File: src/rtl/instr_mem_loader.sv
// Byte-stream loader for the CPU instruction memory: frames of count, little-endian
// payload words and an XOR checksum. The CPU is held in reset until a good load finishes.
module instr_mem_loader #(
  parameter int ADDR_WIDTH = 6,
  parameter int DEPTH      = 64
) (
  input  logic                  clk,
  input  logic                  reset,
  input  logic [7:0]            in_data,
  input  logic                  in_valid,
  output logic                  in_ready,
  output logic                  mem_we,
  output logic [ADDR_WIDTH-1:0] mem_addr,
  output logic [31:0]           mem_wdata,
  output logic                  cpu_hold,
  output logic                  load_done,
  output logic                  load_error,
  output logic [ADDR_WIDTH:0]   words_loaded
);

  typedef enum logic [2:0] {
    S_IDLE,
    S_RECV,
    S_WRITE,
    S_CHECK,
    S_DONE,
    S_ERROR
  } state_t;

  localparam logic [ADDR_WIDTH:0] ONE_W = 1;

  state_t                state;
  state_t                state_nx;
  logic                  ready_en;
  logic [ADDR_WIDTH-1:0] word_idx;
  logic [ADDR_WIDTH:0]   word_idx_p1;
  logic [ADDR_WIDTH:0]   word_cnt;
  logic [1:0]            byte_idx;
  logic [31:0]           word_buf;
  logic [7:0]            csum;
  logic                  fire;
  logic                  count_ok;
  logic                  last_word;

  assign fire        = in_valid && in_ready;
  assign count_ok    = (in_data != 8'd0) && (int'(in_data) <= DEPTH);
  assign word_idx_p1 = {1'b0, word_idx} + ONE_W;
  assign last_word   = (word_idx_p1 == word_cnt);

  // Every output is a decode of registered state, so nothing depends on in_valid/in_data.
  assign in_ready   = ready_en && (state != S_WRITE);
  assign mem_we     = (state == S_WRITE);
  assign mem_addr   = word_idx;
  assign mem_wdata  = word_buf;
  assign cpu_hold   = (state != S_DONE);
  assign load_done  = (state == S_DONE);
  assign load_error = (state == S_ERROR);

  // NOTE: sequential state uses non-blocking assignments so every flop samples
  // pre-edge values regardless of statement order.
  always_ff @(posedge clk) begin
    if (reset) begin
      state <= S_IDLE;
    end else begin
      state <= state_nx;
    end
  end

  // NOTE: state_nx gets its default before the case so no path leaves it
  // unassigned, which would otherwise infer a latch.
  always_comb begin
    state_nx = state;
    case (state)
      S_IDLE, S_DONE, S_ERROR: begin
        if (fire) state_nx = count_ok ? S_RECV : S_ERROR;
      end
      S_RECV: begin
        if (fire && byte_idx == 2'd3) state_nx = S_WRITE;
      end
      S_WRITE: begin
        state_nx = last_word ? S_CHECK : S_RECV;
      end
      S_CHECK: begin
        if (fire) state_nx = (in_data == csum) ? S_DONE : S_ERROR;
      end
      default: state_nx = S_IDLE;
    endcase
  end

  always_ff @(posedge clk) begin
    if (reset) begin
      ready_en     <= 1'b0;
      word_idx     <= '0;
      word_cnt     <= '0;
      byte_idx     <= '0;
      word_buf     <= '0;
      csum         <= '0;
      words_loaded <= '0;
    end else begin
      ready_en <= 1'b1;
      case (state)
        S_IDLE, S_DONE, S_ERROR: begin
          if (fire && count_ok) begin
            word_cnt     <= (ADDR_WIDTH+1)'(in_data);
            word_idx     <= '0;
            byte_idx     <= '0;
            csum         <= '0;
            words_loaded <= '0;
          end
        end
        S_RECV: begin
          if (fire) begin
            word_buf[{byte_idx, 3'b000} +: 8] <= in_data;
            csum                              <= csum ^ in_data;
            byte_idx                          <= byte_idx + 2'd1;
          end
        end
        S_WRITE: begin
          words_loaded <= words_loaded + ONE_W;
          // The final index is kept so the address never steps past N-1.
          if (!last_word) word_idx <= ADDR_WIDTH'(word_idx_p1);
        end
        default: ;
      endcase
    end
  end

endmodule
File: config.mk
export PLATFORM = sky130hd
export DESIGN_NAME = instr_mem_loader
export DESIGN_NICKNAME = d
export VERILOG_FILES = /design/src/rtl/instr_mem_loader.sv
export SDC_FILE = /design/constraint.sdc
export NUM_CORES = 1
export LEC_CHECK = 0
export CAP_MARGIN = 25
export CORE_MARGIN = 3
export CORE_UTILIZATION = 40
export DETAILED_ROUTE_END_ITERATION = 8
export GPL_ROUTABILITY_DRIVEN = 0
export PLACE_DENSITY = 0.65
export SLEW_MARGIN = 5
export SYNTH_ARGS = -nofsm -noshare
export SYNTH_HDL_FRONTEND = slang
export SYNTH_SLANG_ARGS = --single-unit
File: constraint.sdc
create_clock -name clk -period 3.29 [get_ports clk]
set_input_delay 0.987 -clock clk [delete_from_list [all_inputs] [get_ports clk]]
set_output_delay 0.987 -clock clk [all_outputs]
set_load 0.02 [all_outputs]
Word level (Yosys, flattened, before mapping)
Cells that the tools add are included.
- output and inout port bits: 50
- register bits: 66
- input bits: 11
- word-level logic and storage cells: 68
- $lt $le $gt $ge: 1
- add/sub/neg operators: 4
- eq/ne operators: 16
- reductions and logical operators: 16
- bitwise operators: 1
- shift operators: 2
- mux-type cells: 20
- operator list (kind ; count):
    bitwise mux 32 bit ; 1
    variable shift 8 x 7 -> 32 bit, first input constant ; 1
    variable part select 8 x 7 -> 32 bit ; 1
    2-to-1 mux 8 bit ; 2
    one-hot mux 8 bit (2 select lines) ; 1
    one-hot mux 7 bit (2 select lines) ; 1
    2-to-1 mux 3 bit ; 4
    2-to-1 mux 6 bit ; 2
    inequality test 2 bit, second input constant ; 6
    one-hot mux 3 bit (4 select lines) ; 1
    one-hot mux 6 bit (2 select lines) ; 1
    AND reduction 3 bit ; 3
    == test 8 bit ; 1
    less-or-equal comparator 8 x 7 -> 1 bit, second input constant ; 1
    nonzero test 8 bit ; 1
    XOR 8 bit ; 1
    adder 6 x 1 -> 7 bit, second input constant ; 1
    adder 7 x 1 -> 7 bit, second input constant ; 1
    == test 7 bit ; 1
    2-to-1 mux 7 bit ; 1
    negation 5 -> 7 bit ; 1
    == test 3 x 2 -> 1 bit, second input constant ; 2
    == test 3 bit, second input constant ; 2
    2-to-1 mux 2 bit ; 3
    12 further kinds ; 20

Depth between registers and ports, before layout
Gate-level depths: netlist of the first run.
- word-level depth: 6
- depth in mapped cells: 8
- gate-level depth less buffers: 7

Worst setup path after synthesis of the first run
OpenSTA, ideal clock, no wires.
- kind: input -> register
- start point: input in_data[1]
- end point: register csum[1]
- path slack: 0.779 ns
- library setup time: 0.074 ns
- buffers on the path: 2
- stages on the path: 8
- required time: 3.216 ns
- arrival time: 2.436 ns
- path through: clkbuf_1 > nor4_1 > nand3b_1 > and3_1 > buf_2 > nor3_2 > o21ai_0 > o21ai_0
- longest elaborated chain between the ends: 5
- elaborated cells between the ends (all ways): 9
- classes of those cells: 1 x order compare; 1 x eq/ne; 2 x mux; 1 x bitwise; 4 x reduce/logical
- ends and longest elaborated chain (item ; line ; text):
    start: declaration ; 9 ; input logic [7:0] in_data,
    less-or-equal comparator 8 x 7 -> 1 bit / nonzero test 8 bit (equally long branches) ; 46 ; assign count_ok = (in_data != 8'd0) && (int'(in_data) <= DEPTH);
    logical AND 1 bit ; 46 ;
    logical AND 1 bit ; 103 ; if (fire && count_ok) begin
    inequality test 2 bit (no source line) ; -- ;
    AND reduction 3 bit (no source line) ; -- ;
    end signal: assignment ; 114 ; csum <= csum ^ in_data;
    end: declaration ; 40 ; logic [7:0] csum;
Parallel ways exist; a longest one is shown, timed or not. The select of a mux whose other input is x is not followed.
A chain may end at the register's enable or synchronous reset.

Worst setup path after layout of the first run
- start point: register state[0]
- end point: output mem_we
- longest elaborated chain between the ends: 1
- ends and longest elaborated chain (item ; line ; text):
    start: declaration ; 32 ; state_t state;
    start signal: assignment ; 65 ; state <= state_nx;
    == test 3 x 2 -> 1 bit ; 52 ; assign mem_we = (state == S_WRITE);
    end: declaration ; 12 ; output logic mem_we,
No other way between the ends.

==> flow_summary_export.csv, run 1 <==
group,metric,value,unit
status,status,"finished clean",
yosys,synthesis.area,0.00306,mm^2
timing,fmax,0.332,GHz
yosys,yosys_register_bits,66,
drt,drt-pass1-iter-count,5,
floorplanning,die_w,93.4,um
setup_path,cp_max_fo,9,
clock_tree,clock_sinks,66,
place,port_buffers,60,
drt,viasPerCell,5.18,
yosys,synth_cell_types,42,
yosys,ys_seq_area_share,43.2,%
power_and_ir_drop,ir_drop,0.000248,V
layout,final_util,54.7,%
setup_path,cp.required,2.30,ns
floorplanning,die_h,93.4,um
power_and_ir_drop,p_seq_share,47.4,%
timing,period_share,91.5,%
power_and_ir_drop,swShare,24.1,%
timing,final-max-slew-violation-count,0,
yosys,synth_cells,386,
clock_tree,numCtsBuffers,9,
floorplanning,rows,31,
global_routing,grt_max_degree,56,
layout,layout_commonest_cell,"nand2_1",
setup_path,critPathTopFamily,"buffers and inverters",
layout,final_cell_mix,"72 x nand2_1, 66 x dfxtp_1, 59 x clkdlybuf4s50_1, 49 x a21oi_1, 39 x nand3_1",
yosys,ys_async_sr_fraction,0,%
yosys,ys.flop_type,"dfxtp_1",
floorplanning,start_util,41.7,%
floorplanning,coreArea,0.00733,mm^2
floorplanning,boundaryPins,61,
timing,slew_headroom,38.9,%
setup_path,crit_path_top_delay_cell,"clkdlybuf4s50_1",
layout,num-fill-cells,690,
drt,drt_iter0_drc,101,
clock_tree,clock_path_buffers,2,
global_routing,grt_first_pass_wirelength,13100,um
power_and_ir_drop,switchingPower,415,uW
timing,period_needed,3.01,ns
yosys,synth.area.top_cells,"dfxtp_1 43%, nand2_1 8.8%, a21oi_1 8.0%",
layout,antenna_cells,0,
layout,drive_above_1_share,8.61,%
setup_path,endpoint_kind,"output port",
timing,worst_pin_slew,0.910,ns
clock_tree,clk_pin_slew,0.07,ns
timing,setup_viol,0,
clock_tree,clock_latency,0.34,ns
yosys,syn_avg_cell_area,7.92,um^2
drt,route.detailed.drc,0,
global_routing,grt_pass1_vias,2669,
global_routing,grt_remaining_overflow,0,
floorplanning,die_area,0.00872,mm^2
place,dpl.cell_count,536,
setup_path,critPathKind,"reg2out",
place,pre_cts_slack,0.321,ns
yosys,synth_edf_count,0,
setup_path,cpPeakStageDelay,0.65,ns
layout,final_nets,466,
place,post_dp_cell_area,0.00378,mm^2
clock_tree,hold_buffers,0,
global_routing,grt_usage,18.9,%
drt,via_count,2860,
clock_tree,post_cts_resized,0,
timing,finalSetupTns,0,ns
clock_tree,cts_tree,"built",
yosys,syn_nets,404,
layout,final_area,0.00401,mm^2
setup_path,worstPathCellList,"or3b_1, clkinv_1, clkdlybuf4s50_1",
layout,final_cell_count_no_fill,552,
power_and_ir_drop,p_leak,1.39,nW
hold_path,hold_path.class,"reg2reg",
global_routing,antenna_found_initial,0,
timing,rsz0062_at_grt,"no",
setup_path,critPathBufInv,2,
run,drv_cap,0,
yosys,yosysTopAreaCell,"dfxtp_1",
clock_tree,postCtsSetupRepairBufs,0,
clock_tree,cts_root_buf,"clkbuf_8",
drt,ant_nets,0,
timing,hold_viol,0,
power_and_ir_drop,power_density,430,mW/mm^2
place,hpwl,5340,um
layout,syn_to_final_growth,31.3,%
yosys,yosys.area.top_type_share,43.2,%
power_and_ir_drop,p_int,1.31,mW
timing,whs,0.456,ns
yosys,yosysWarningCount,0,
timing,skew,0.00612,ns
drt,wire_per_inst,14.3,um
drt,routed_wl,7890,um
timing,fin_ws,0.280,ns
clock_tree,ctsHtreeMaxLevel,3,
power_and_ir_drop,clock_power_share,45.1,%
power_and_ir_drop,pwr-share-comb,7.5,%
power_and_ir_drop,total_power,1.72,mW
setup_path,cp_data_arrival_time,2.02,ns
setup_path,cp-start-kind,"register",
## logic make-up after synthesis
kind of cell	share of synthesized area [%]
AO/OA/AOI/OAI	15.6
multiplexers	0.328
XOR/XNOR	6.02
adder cells (fa/ha/maj)	2.87
buffers and inverters	3.85
flip-flops	43.2
AND/OR/NAND/NOR	28.1
## cell usage after synthesis (5+ instances only)
cell / number
a21oi_1: 49
and2_1: 6
clkbuf_1: 18
dfxtp_1: 66
ha_1: 7
inv_1: 5
nand2_1: 72
nand3_1: 39
nor2_1: 32
nor4_1: 5
o21ai_0: 18
xnor2_1: 13
xor2_1: 8
## area by class of cell
type,count,area [um^2],area share (%)
inverters,6,22.5,0.561
repair buffers,74,701,17.5
multi-input cells,291,1620,40.3
clock inverters,6,88.8,2.21
flip-flops and latches,66,1320,32.9
well taps,99,124,3.09
clock buffers,10,138,3.43
## power groups by stage
stage	Sequential (mW)	Combinational (mW)	Clock, mW
after global routing	0.818	0.143	0.831
after global placement	0.835	0.128	0
after floorplan	0.836	0.0746	0
after CTS	0.816	0.129	0.795
after detailed placement	0.835	0.129	0
final	0.817	0.129	0.777
## worst paths after layout
| kind | startpoint | to | slack (ns) | cells after the start |
|---|---|---|---|---|
| max | state[0]$_SDFFE_PP0P_ | mem_we | 0.28 | 3 |
| min | mem_wdata[28]$_SDFFE_PP0P_ | mem_wdata[28]$_SDFFE_PP0P_ | 0.46 | 2 |
| max reg2reg | state[0]$_SDFFE_PP0P_ | mem_addr[2]$_SDFFE_PP0P_ | 0.98 | 7 |
| min reg2reg | mem_wdata[28]$_SDFFE_PP0P_ | mem_wdata[28]$_SDFFE_PP0P_ | 0.46 | 2 |
## flip-flops by register name, indices dropped and copies added (netlist names)
name	count
mem_wdata	32
csum	8
word_cnt	7
words_loaded	7
mem_addr	6
state	3
byte_idx	2
ready_en	1
## worst register-to-register path, cell delays in order (launching register included)
cell and delay, ns:
dfxtp_1 0.37, or3b_1 0.44, buf_4 0.22, nor3_4 0.19, nand4_2 0.16, o32ai_4 0.50, nor2_1 0.10, a31o_2 0.22
## metal layers
| layer | track usage (%) | wire length (um) | vias to the layer above |
|---|---|---|---|
| met3 | 3.06 | 357 | 11 |
| met5 | 0 | 0 | - |
| met4 | 7.45 | 130 | 0 |
| met1 | 25.4 | 3760 | 1326 |
| met2 | 30.1 | 3640 | 71 |
| li1 | - | - | 1452 |
Note: power is estimated with default switching activity, not from simulation.
==> run 2: changes to the inputs <==
SETUP_SLACK_MARGIN = 0.02   (was unset)
==> results of run 2 <==
The final DEF is identical to that of run 1; final timing and power are the same.
